`src/rtl/hgei_ctrl_if.sv`:
```
// Guest external interrupt bundle between the interrupt files / CSR file
// and the HGEI producer. The slave modport is the hgei_ctrl view; the
// master modport is the CSR-file / environment view.
interface hgei_ctrl_if #(
  parameter int XLEN   = 64,
  parameter int GEILEN = 8
);
  logic [GEILEN-1:0] GuestExtIntIn;
  logic [GEILEN-1:0] EdgeModeCfg;
  logic [XLEN-1:0]   HGEIE_REGW;
  logic [5:0]        VGEIN;
  logic              ClaimValidM;
  logic [5:0]        ClaimIdM;
  logic              ClaimReadyM;
  logic              ClaimAckM;
  logic              ClaimHitM;
  logic [XLEN-1:0]   HGEIP_REGW;
  logic              SGEIPM;
  logic              VSEIPM;

  modport slave (
    input  GuestExtIntIn, EdgeModeCfg, HGEIE_REGW, VGEIN, ClaimValidM, ClaimIdM,
    output ClaimReadyM, ClaimAckM, ClaimHitM, HGEIP_REGW, SGEIPM, VSEIPM
  );

  modport master (
    output GuestExtIntIn, EdgeModeCfg, HGEIE_REGW, VGEIN, ClaimValidM, ClaimIdM,
    input  ClaimReadyM, ClaimAckM, ClaimHitM, HGEIP_REGW, SGEIPM, VSEIPM
  );
endinterface

```
`src/rtl/hgei_ctrl.sv`:
```
// Hypervisor guest-external-interrupt producer.
// Synchronizes per-guest interrupt lines, keeps a pending bit per guest
// (level-following or sticky edge), drives HGEIP and the SGEIP/VSEIP
// summary bits, and clears sticky bits through a two-state claim FSM.
//
// Only the XLEN field of the core configuration matters here, so it is
// taken directly as an integer parameter.
//
// Claim FSM:
//   state | meaning
//   IDLE  | ready for a claim; captures id and pending bit on ClaimValidM
//   ACK   | one-cycle ack pulse; clears the captured edge-mode bit
module hgei_ctrl #(
  parameter int XLEN        = 64,
  parameter int GEILEN      = 8,
  parameter int SYNC_STAGES = 2
) (
  input logic       clk,
  input logic       reset,
  hgei_ctrl_if.slave bus
);

  typedef enum logic {
    IDLE = 1'b0,
    ACK  = 1'b1
  } state_t;

  // Synchronizer chain, stage 0 samples the raw lines.
  logic [SYNC_STAGES-1:0][GEILEN-1:0] sync_q, sync_d;
  logic [GEILEN-1:0] syncdly_q, syncdly_d;
  logic [GEILEN-1:0] sync, rise;

  logic [GEILEN-1:0] pend_q, pend_d;
  logic [GEILEN-1:0] clr;

  state_t     state_q, state_d;
  logic [5:0] id_q, id_d;
  logic       hit_q, hit_d;
  logic       req_hit;

  logic            claim_ready, claim_ack, claim_hit;
  logic [XLEN-1:0] hgeip;
  logic            sgeip, vseip;

  // Shift the raw lines one stage deeper each cycle; the last stage is
  // the synchronized value, delayed once more for edge detection.
  always_comb begin
    sync_d    = {sync_q[SYNC_STAGES-2:0], bus.GuestExtIntIn};
    sync      = sync_q[SYNC_STAGES-1];
    syncdly_d = sync;
    rise      = sync & ~syncdly_q;
  end

  // Synchronizer and edge-detect registers.
  always_ff @(posedge clk or posedge reset) begin
    if (reset) begin
      sync_q    <= '0;
      syncdly_q <= '0;
    end else begin
      sync_q    <= sync_d;
      syncdly_q <= syncdly_d;
    end
  end

  // Edge lines are sticky and a rise beats a same-cycle clear; level
  // lines simply follow the synchronized input.
  always_comb begin
    pend_d = (bus.EdgeModeCfg & (rise | (pend_q & ~clr)))
           | (~bus.EdgeModeCfg & sync);
  end

  // Pending register.
  always_ff @(posedge clk or posedge reset) begin
    if (reset) pend_q <= '0;
    else       pend_q <= pend_d;
  end

  // Pending bit of the guest currently being requested (0 if out of range).
  always_comb begin
    req_hit = 1'b0;
    for (int i = 1; i <= GEILEN; i++) begin
      if (bus.ClaimIdM == 6'(i)) req_hit = pend_q[i-1];
    end
  end

  // Clear strobe for the captured guest, only for edge-mode lines.
  always_comb begin
    clr = '0;
    if (state_q == ACK) begin
      for (int i = 1; i <= GEILEN; i++) begin
        if (id_q == 6'(i)) clr[i-1] = bus.EdgeModeCfg[i-1];
      end
    end
  end

  // Claim FSM next state and outputs.
  always_comb begin
    state_d     = state_q;
    id_d        = id_q;
    hit_d       = hit_q;
    claim_ready = 1'b0;
    claim_ack   = 1'b0;
    claim_hit   = 1'b0;
    case (state_q)
      IDLE: begin
        claim_ready = 1'b1;
        if (bus.ClaimValidM) begin
          id_d    = bus.ClaimIdM;
          hit_d   = req_hit;
          state_d = ACK;
        end
      end
      ACK: begin
        claim_ack = 1'b1;
        claim_hit = hit_q;
        state_d   = IDLE;
      end
      default: state_d = IDLE;
    endcase
  end

  // Claim FSM registers.
  always_ff @(posedge clk or posedge reset) begin
    if (reset) begin
      state_q <= IDLE;
      id_q    <= '0;
      hit_q   <= 1'b0;
    end else begin
      state_q <= state_d;
      id_q    <= id_d;
      hit_q   <= hit_d;
    end
  end

  // HGEIP layout: bit 0 and bits above GEILEN are always zero; summaries
  // are combinational so they add no latency beyond the pending flops.
  always_comb begin
    hgeip             = '0;
    hgeip[GEILEN:1]   = pend_q;
    sgeip             = |(hgeip & bus.HGEIE_REGW);
    vseip             = 1'b0;
    for (int i = 1; i <= GEILEN; i++) begin
      if (bus.VGEIN == 6'(i)) vseip = pend_q[i-1];
    end
  end

  assign bus.HGEIP_REGW  = hgeip;
  assign bus.SGEIPM      = sgeip;
  assign bus.VSEIPM      = vseip;
  assign bus.ClaimReadyM = claim_ready;
  assign bus.ClaimAckM   = claim_ack;
  assign bus.ClaimHitM   = claim_hit;

endmodule

```
`src/flat_wrapper.sv`:
```
// flat-port wrapper written by rule: the top's interface ports become plain ports
module hgei_ctrl_flat 
#(
  parameter int XLEN        = 64,
  parameter int GEILEN      = 8,
  parameter int SYNC_STAGES = 2
)
  (clk, reset, bus_GuestExtIntIn, bus_EdgeModeCfg, bus_HGEIE_REGW, bus_VGEIN, bus_ClaimValidM, bus_ClaimIdM, bus_ClaimReadyM, bus_ClaimAckM, bus_ClaimHitM, bus_HGEIP_REGW, bus_SGEIPM, bus_VSEIPM);
  hgei_ctrl_if #(.XLEN(XLEN), .GEILEN(GEILEN)) bus_i ();
  input logic clk;
  input logic reset;
  input wire logic [$bits(bus_i.GuestExtIntIn)-1:0] bus_GuestExtIntIn;
  input wire logic [$bits(bus_i.EdgeModeCfg)-1:0] bus_EdgeModeCfg;
  input wire logic [$bits(bus_i.HGEIE_REGW)-1:0] bus_HGEIE_REGW;
  input wire logic [$bits(bus_i.VGEIN)-1:0] bus_VGEIN;
  input wire logic [$bits(bus_i.ClaimValidM)-1:0] bus_ClaimValidM;
  input wire logic [$bits(bus_i.ClaimIdM)-1:0] bus_ClaimIdM;
  output wire logic [$bits(bus_i.ClaimReadyM)-1:0] bus_ClaimReadyM;
  output wire logic [$bits(bus_i.ClaimAckM)-1:0] bus_ClaimAckM;
  output wire logic [$bits(bus_i.ClaimHitM)-1:0] bus_ClaimHitM;
  output wire logic [$bits(bus_i.HGEIP_REGW)-1:0] bus_HGEIP_REGW;
  output wire logic [$bits(bus_i.SGEIPM)-1:0] bus_SGEIPM;
  output wire logic [$bits(bus_i.VSEIPM)-1:0] bus_VSEIPM;
  assign bus_i.GuestExtIntIn = bus_GuestExtIntIn;
  assign bus_i.EdgeModeCfg = bus_EdgeModeCfg;
  assign bus_i.HGEIE_REGW = bus_HGEIE_REGW;
  assign bus_i.VGEIN = bus_VGEIN;
  assign bus_i.ClaimValidM = bus_ClaimValidM;
  assign bus_i.ClaimIdM = bus_ClaimIdM;
  assign bus_ClaimReadyM = bus_i.ClaimReadyM;
  assign bus_ClaimAckM = bus_i.ClaimAckM;
  assign bus_ClaimHitM = bus_i.ClaimHitM;
  assign bus_HGEIP_REGW = bus_i.HGEIP_REGW;
  assign bus_SGEIPM = bus_i.SGEIPM;
  assign bus_VSEIPM = bus_i.VSEIPM;
  hgei_ctrl #(.XLEN(XLEN), .GEILEN(GEILEN), .SYNC_STAGES(SYNC_STAGES)) u_core (.clk(clk), .reset(reset), .bus(bus_i));
endmodule
```
`config.mk`:
```
export PLATFORM = sky130hd
export DESIGN_NAME = hgei_ctrl_flat
export DESIGN_NICKNAME = d
export VERILOG_FILES = /design/src/rtl/hgei_ctrl_if.sv /design/src/rtl/hgei_ctrl.sv /design/src/flat_wrapper.sv
export SDC_FILE = /design/constraint.sdc
export NUM_CORES = 1
export LEC_CHECK = 0
export BUFFER_PORTS_ARGS = -buffer_cell sky130_fd_sc_hd__buf_4
export CAP_MARGIN = 20
export CORE_ASPECT_RATIO = 1.75
export CORE_MARGIN = 2
export CORE_UTILIZATION = 38
export DETAILED_ROUTE_END_ITERATION = 7
export HOLD_SLACK_MARGIN = 0.06
export PLACE_DENSITY = 0.79
export SLEW_MARGIN = 20
export SYNTH_ARGS = -nofsm -noshare
export SYNTH_HDL_FRONTEND = slang
export SYNTH_SLANG_ARGS = --single-unit
```
`constraint.sdc`:
```
create_clock -name clk -period 1.48 [get_ports clk]
set_input_delay 0.296 -clock clk [delete_from_list [all_inputs] [get_ports clk]]
set_output_delay 0.296 -clock clk [all_outputs]
set_load 0.01 [all_outputs]
```
==> flow_summary.yaml, run 1 <==
floorplan:
  fp.dieArea_sq_um: 5760
  fp-row-count: 34
  initial_core_util_pct: 39.3
  die_height_microns: 98.9
  die_w_microns: 58.2
  core_sq_um: 4980
  io_pins: 164
final_layout:
  drive_above_1_share_pct: 32.3
  seqCellArea_sq_um: 1000
  multiInputGateArea_sq_um: 736
  diodes: 0
  finalNonFillerCells: 302
  nets: 342
  fin_util_pct: 48.4
  area_growth_pct: 23.2
  num-fill-cells: 450
clock_network:
  clk_pin_slew_worst_paths_ns: 0.08
  clockRootBuffer: "clkbuf_8"
  cts_tree: "built"
  cts_hold_buf: 0
  clk-insertion-delay-late_ns: 0.29
  clkSinkCount: 40
  clk_path_buf_depth: 2
  htree_levels: 2
  cts_buffers: 5
sta:
  max_freq_ghz: 0.558
  min_period_over_period_pct: 121
  clock_skew_ns: 0.00576
  setup_viol: 2
  period_minus_slack_ns: 1.79
  maxSlewViolCount: 0
  grt_setup_unrepaired: "yes"
  setup_ws_ns: -0.313
  hold_viol: 0
synthesis:
  synth.avg_cell_area_sq_um: 10.9
  ys_warn_count: 0
  synth_top_family_by_area: "buffers and inverters"
  synth_common_cells: "buf_4, dfrtp_1, nand2_1"
  mappedNetlistArea_sq_um: 1960
  ys_seq_area_share_pct: 51.2
  synth_top_flop_cell: "dfrtp_1"
  synth_fa_ha_area_share_pct: 0
  synth_compound_area_share_pct: 8.76
  synthSimpleGateAreaFrac_pct: 13.7
  synth_largest_area_cell: "dfrtp_1"
  netlist_instances: 180
  synthMuxAreaShare_pct: 3.45
  synth_xor_area_share_pct: 0
  ys_types: 31
  synth.most_common_cell: "buf_4"
  synth.top_cell.area_share_pct: 51.2
  synth_edf_count: 0
  ys_ff_latch: 40
  synth-async-reset-ratio_pct: 100
  synth.area.top_cells: "dfrtp_1, buf_4, nand2_1, a32o_1, nand3b_1"
pwr:
  power_density_nw_per_um2: 1070
  peakVddDrop_uv: 751
  power.leakage_nw: 1.20
global_routing:
  antenna_found_initial: 0
  grt_use_total_pct: 13.9
  grt_overflow: 0
  grt_first_pass_wirelength_microns: 5910
  grt_max_degree: 41
  grt_pass1_vias: 1268
worst_setup_path:
  end_kind: "output pin"
  critical_path.startpoint: "u_core.pend_q[0]"
  start_kind: "flop"
  rr_startpoint: "u_core.id_q[4]"
  arrival_ns: 1.50
  required_ns: 1.18
  path_class: "reg2out"
  reg2reg_depth: 4
  cp_max_fo: 2
worst_hold_path:
  hold_path_class: "in2async"
drt:
  wl_per_cell_microns: 12.8
  drt-vias-per-instance: 4.57
  drt_pass1_iterations: 4
  drt_iter0_drc: 56
  finalWirelength_microns: 3870
  num_vias: 1380
  drc: 0
  postRouteAntennaNets: 0
placed_design:
  portBuffers: 51
  dp_hpwl_microns: 3110
  gp_congestion: 0.796
  place_inst: 293
run_status:
  violations: "setup timing"
  status: "finished, violations left"
run:
  cap_violations: 0
cell type report:
class / count / share of cell area (%)
clock buffer: 5 / 2.85
timing repair buffer: 63 / 19.8
tap: 54 / 2.80
sequential: 40 / 41.5
inverter: 4 / 0.623
multi-input combinational: 133 / 30.5
clock inverter: 3 / 1.92
layer usage:
metal  part of all wire [%]  vias up  global-route usage [%]
met5                      0        -                       0
met4                    2.3        0                    6.98
met3                     12        6                    4.20
met2                     56       95                    26.5
met1                     30      638                    12.5
li1                       -      641                       -
cells by family (layout without fill, tap and decap cells):
kind of cell,Yosys count,count (layout)
multiplexers,5,5
other,1,56
AND/OR/NAND/NOR,52,52
AO/OA/AOI/OAI,20,20
buffers and inverters,62,75
flip-flops,40,40
power by group:
group          internal [W]  total [W]  switching, W
clock              0.000508   0.000893      0.000386
combinational      0.000213   0.000450      0.000236
sequential          0.00117    0.00124     0.0000644
total               0.00189    0.00258      0.000686
path summary, 6_finish.rpt:
kind | to | slack, ns
max reg2reg | u_core.pend_q[1] | 0.06
min | u_core.sync[4] | 0.11
min in group clk | u_core.sync_d[9] | 0.11
min reg2reg | u_core.sync[4] | 0.34
max in group asynchronous | u_core.state_q | 1.02
max | bus_VSEIPM | -0.31
cell usage in the layout, fill, tap and decap left out, types with 4 or more instances in the layout:
cell,count
conb_1,56
dfrtp_1,40
nand3b_1,6
nor2_1,4
nand2_1,29
a22oi_2,4
nand3_1,4
a32o_1,8
buf_4,62
clkbuf_8,5
flip-flops by register name, summed over array words and instances (netlist names):
signal / cells
u_core.sync: 8
u_core.syncdly_q: 8
u_core.id_q: 6
u_core.hit_q: 1
u_core.state_q: 1
u_core.sync_d: 8
u_core.pend_q: 8
timing repair:
action | in CTS | in global routing
resized for setup | 4 | 3
hold endpoints to repair | 0 | 0
setup buffers | 0 | 1
setup endpoints to repair | 2 | 5
pin swaps | 1 | 3
metrics by stage:
step	total power (W)	instance area [sq um]	setup TNS (ns)	hold slack, ns	setup slack, ns
after floorplan	0.00157	2160	0	0.327	0.0103
after global placement	0.00168	2270	-0.107	0.333	-0.107
after detailed placement	0.00169	2270	-0.132	0.335	-0.132
after CTS	0.00260	2390	-0.449	0.0969	-0.340
after global routing	0.00270	2410	-0.543	0.0945	-0.387
final	0.00258	2410	-0.398	0.110	-0.313
worst max-delay path, cell delays in order (launching register included):
cell	delay, ns
dfrtp_1	0.37
mux2_1	0.13
nand2_1	0.05
a221o_1	0.33
a211oi_2	0.18
buf_4	0.15
No activity file was read; power rests on OpenSTA's default activity.
==> run 2: changes to the inputs <==
--- a/config.mk
+++ b/config.mk
@@ -7,7 +7,7 @@
 export LEC_CHECK = 0
 export BUFFER_PORTS_ARGS = -buffer_cell sky130_fd_sc_hd__buf_4
 export CAP_MARGIN = 20
-export CORE_ASPECT_RATIO = 1.75
+export CORE_ASPECT_RATIO = 0.75
 export CORE_MARGIN = 2
 export CORE_UTILIZATION = 38
 export DETAILED_ROUTE_END_ITERATION = 7
==> run 2 against run 1 <==
  * The run still ends with setup timing left
  * Clock skew rose by 0.0055 ns
  * Die area decreased by 0.29%
  * Clock-buffer cell count is 3 higher
==> flow_summary.yaml, run 2 (synthesized netlist as in run 1, its figures left out) <==
sta:
  period_minus_slack_ns: 1.81
  maxSlewViolCount: 0
  grt_setup_unrepaired: "yes"
  setup_ws_ns: -0.326
  min_period_over_period_pct: 122
  clock_skew_ns: 0.0112
  max_freq_ghz: 0.554
  fin_tns_setup_ns: -0.528
  hold_viol: 0
  setup_viol: 2
placed_design:
  place_worst_setup_slack_ns: -0.115
  dp_hpwl_microns: 3130
  gp_congestion: 0.858
  portBuffers: 51
drt:
  wl_per_cell_microns: 13.6
  drt_iter0_drc: 149
  num_vias: 1389
  drt-vias-per-instance: 4.47
  postRouteAntennaNets: 0
  drc: 0
  drt_pass1_iterations: 4
  finalWirelength_microns: 4230
worst_setup_path:
  rr_startpoint: "u_core.id_q[5]"
  cpPeakStageDelay_ns: 0.38
  path_class: "reg2out"
  start_kind: "flop"
  arrival_ns: 1.51
  cpMaxStageDelayCell: "dfrtp_1"
  crit_chain: "mux2_1, nand2_1, a221o_1, a211oi_2, buf_4"
  critical_path.startpoint: "u_core.pend_q[0]"
  required_ns: 1.18
  cp_max_fo: 2
  end_kind: "output pin"
floorplan:
  initial_core_util_pct: 39.7
  fp-row-count: 22
  core_sq_um: 4930
  io_pins: 164
  fp.dieArea_sq_um: 5750
  die_height_microns: 66.1
  die_w_microns: 86.9
final_layout:
  nets: 345
  drive_above_1_share_pct: 32.3
  diodes: 0
  final_common_cell: "buf_4"
  area_growth_pct: 24.5
  mostFrequentLayoutCells: "buf_4, conb_1, dfrtp_1, nand2_1, a32o_1"
global_routing:
  grt_first_pass_wirelength_microns: 5910
  antenna_found_initial: 0
  grt_max_degree: 41
  use_met1_pct: 18.3
  grt_overflow: 0
  grt_use_total_pct: 14.1
  grtUsageMet2_pct: 21.6
  grt_pass1_vias: 1194
  busiest_layer: "met2"
  grt.met3_usage_pct: 4.37
clock_network:
  cts_hold_buf: 0
  clk_path_buf_depth: 2
  cts_buffers: 5
  clkSinkCount: 40
  clk-insertion-delay-late_ns: 0.30
  cts_tree: "built"
  htree_levels: 2
  clockRootBuffer: "clkbuf_8"
  clk_pin_slew_worst_paths_ns: 0.08
pwr:
  peakVddDrop_uv: 534
  power_density_nw_per_um2: 1010
  power.leakage_nw: 1.22
run:
  cap_violations: 0
run_status:
  status: "finished, violations left"
  violations: "setup timing"
worst_hold_path:
  hold_path_class: "in2async"
## run 2: cell types whose count changed in the layout (fill, tap and decap cells not counted), sizes merged
cell | before | now
clkbuf | 5 | 8
bufinv | 1 | 0
buf | 63 | 66
inv | 4 | 3
clkinvlp | 1 | 0
## run 2: critical path: cells and delay by family, from the launching register on
family	cells	cell delay (ns)
mux	1	0.14
simple gates	1	0.05
compound gates	2	0.51
flops	1	0.38
buf+inv	1	0.15
## run 2: worst paths after layout
kind | slack [ns] | end | cells past startpoint
max | -0.33 | bus_VSEIPM | 5
min | 0.11 | u_core.id_q[4] | 3
max reg2reg | 0.04 | u_core.pend_q[2] | 4
min reg2reg | 0.35 | u_core.sync[4] | 0
max in group asynchronous | 1.02 | u_core.id_q[5] | 3
min in group clk | 0.11 | u_core.sync_d[13] | 1
## run 2: per-stage QoR
step / cells / area [sq um] / hold slack (ns) / total power [W] / util [%]
global route: 311 / 2440 / 0.0922 / 0.00259 / 49.4
detailed placement: 299 / 2270 / 0.335 / 0.00169 / 46.2
finish: 311 / 2440 / 0.110 / 0.00246 / 49.4
global placement: 299 / 2270 / 0.331 / 0.00168 / 46.2
CTS: 308 / 2390 / 0.0977 / 0.00245 / 48.5
floorplan: 235 / 2160 / 0.327 / 0.00157 / -
## run 2: final cells by class
class	count	area, sq um
inverter	4	15.0
tap	60	75.1
sequential	40	1000
clock buffer	8	90.1
fill	462	2490
timing repair buffer	66	510
multi-input combinational	133	743
## run 2: power breakdown
part | internal, W | switching [W]
Combinational | 0.000230 | 0.000252
Sequential | 0.00117 | 0.0000677
Clock | 0.000380 | 0.000355
## run 2: timing repair
item / in CTS / in global routing
resized for setup: 5 / 6
setup endpoints to repair: 2 / 5
pin swaps: 1 / 3
setup buffers: 1 / 3
## run 2: per-layer routing
metal	up-vias	part of all wire, %
met3	5	12
met1	660	39
met2	87	48
li1	637	-
met5	-	0
met4	0	1.3
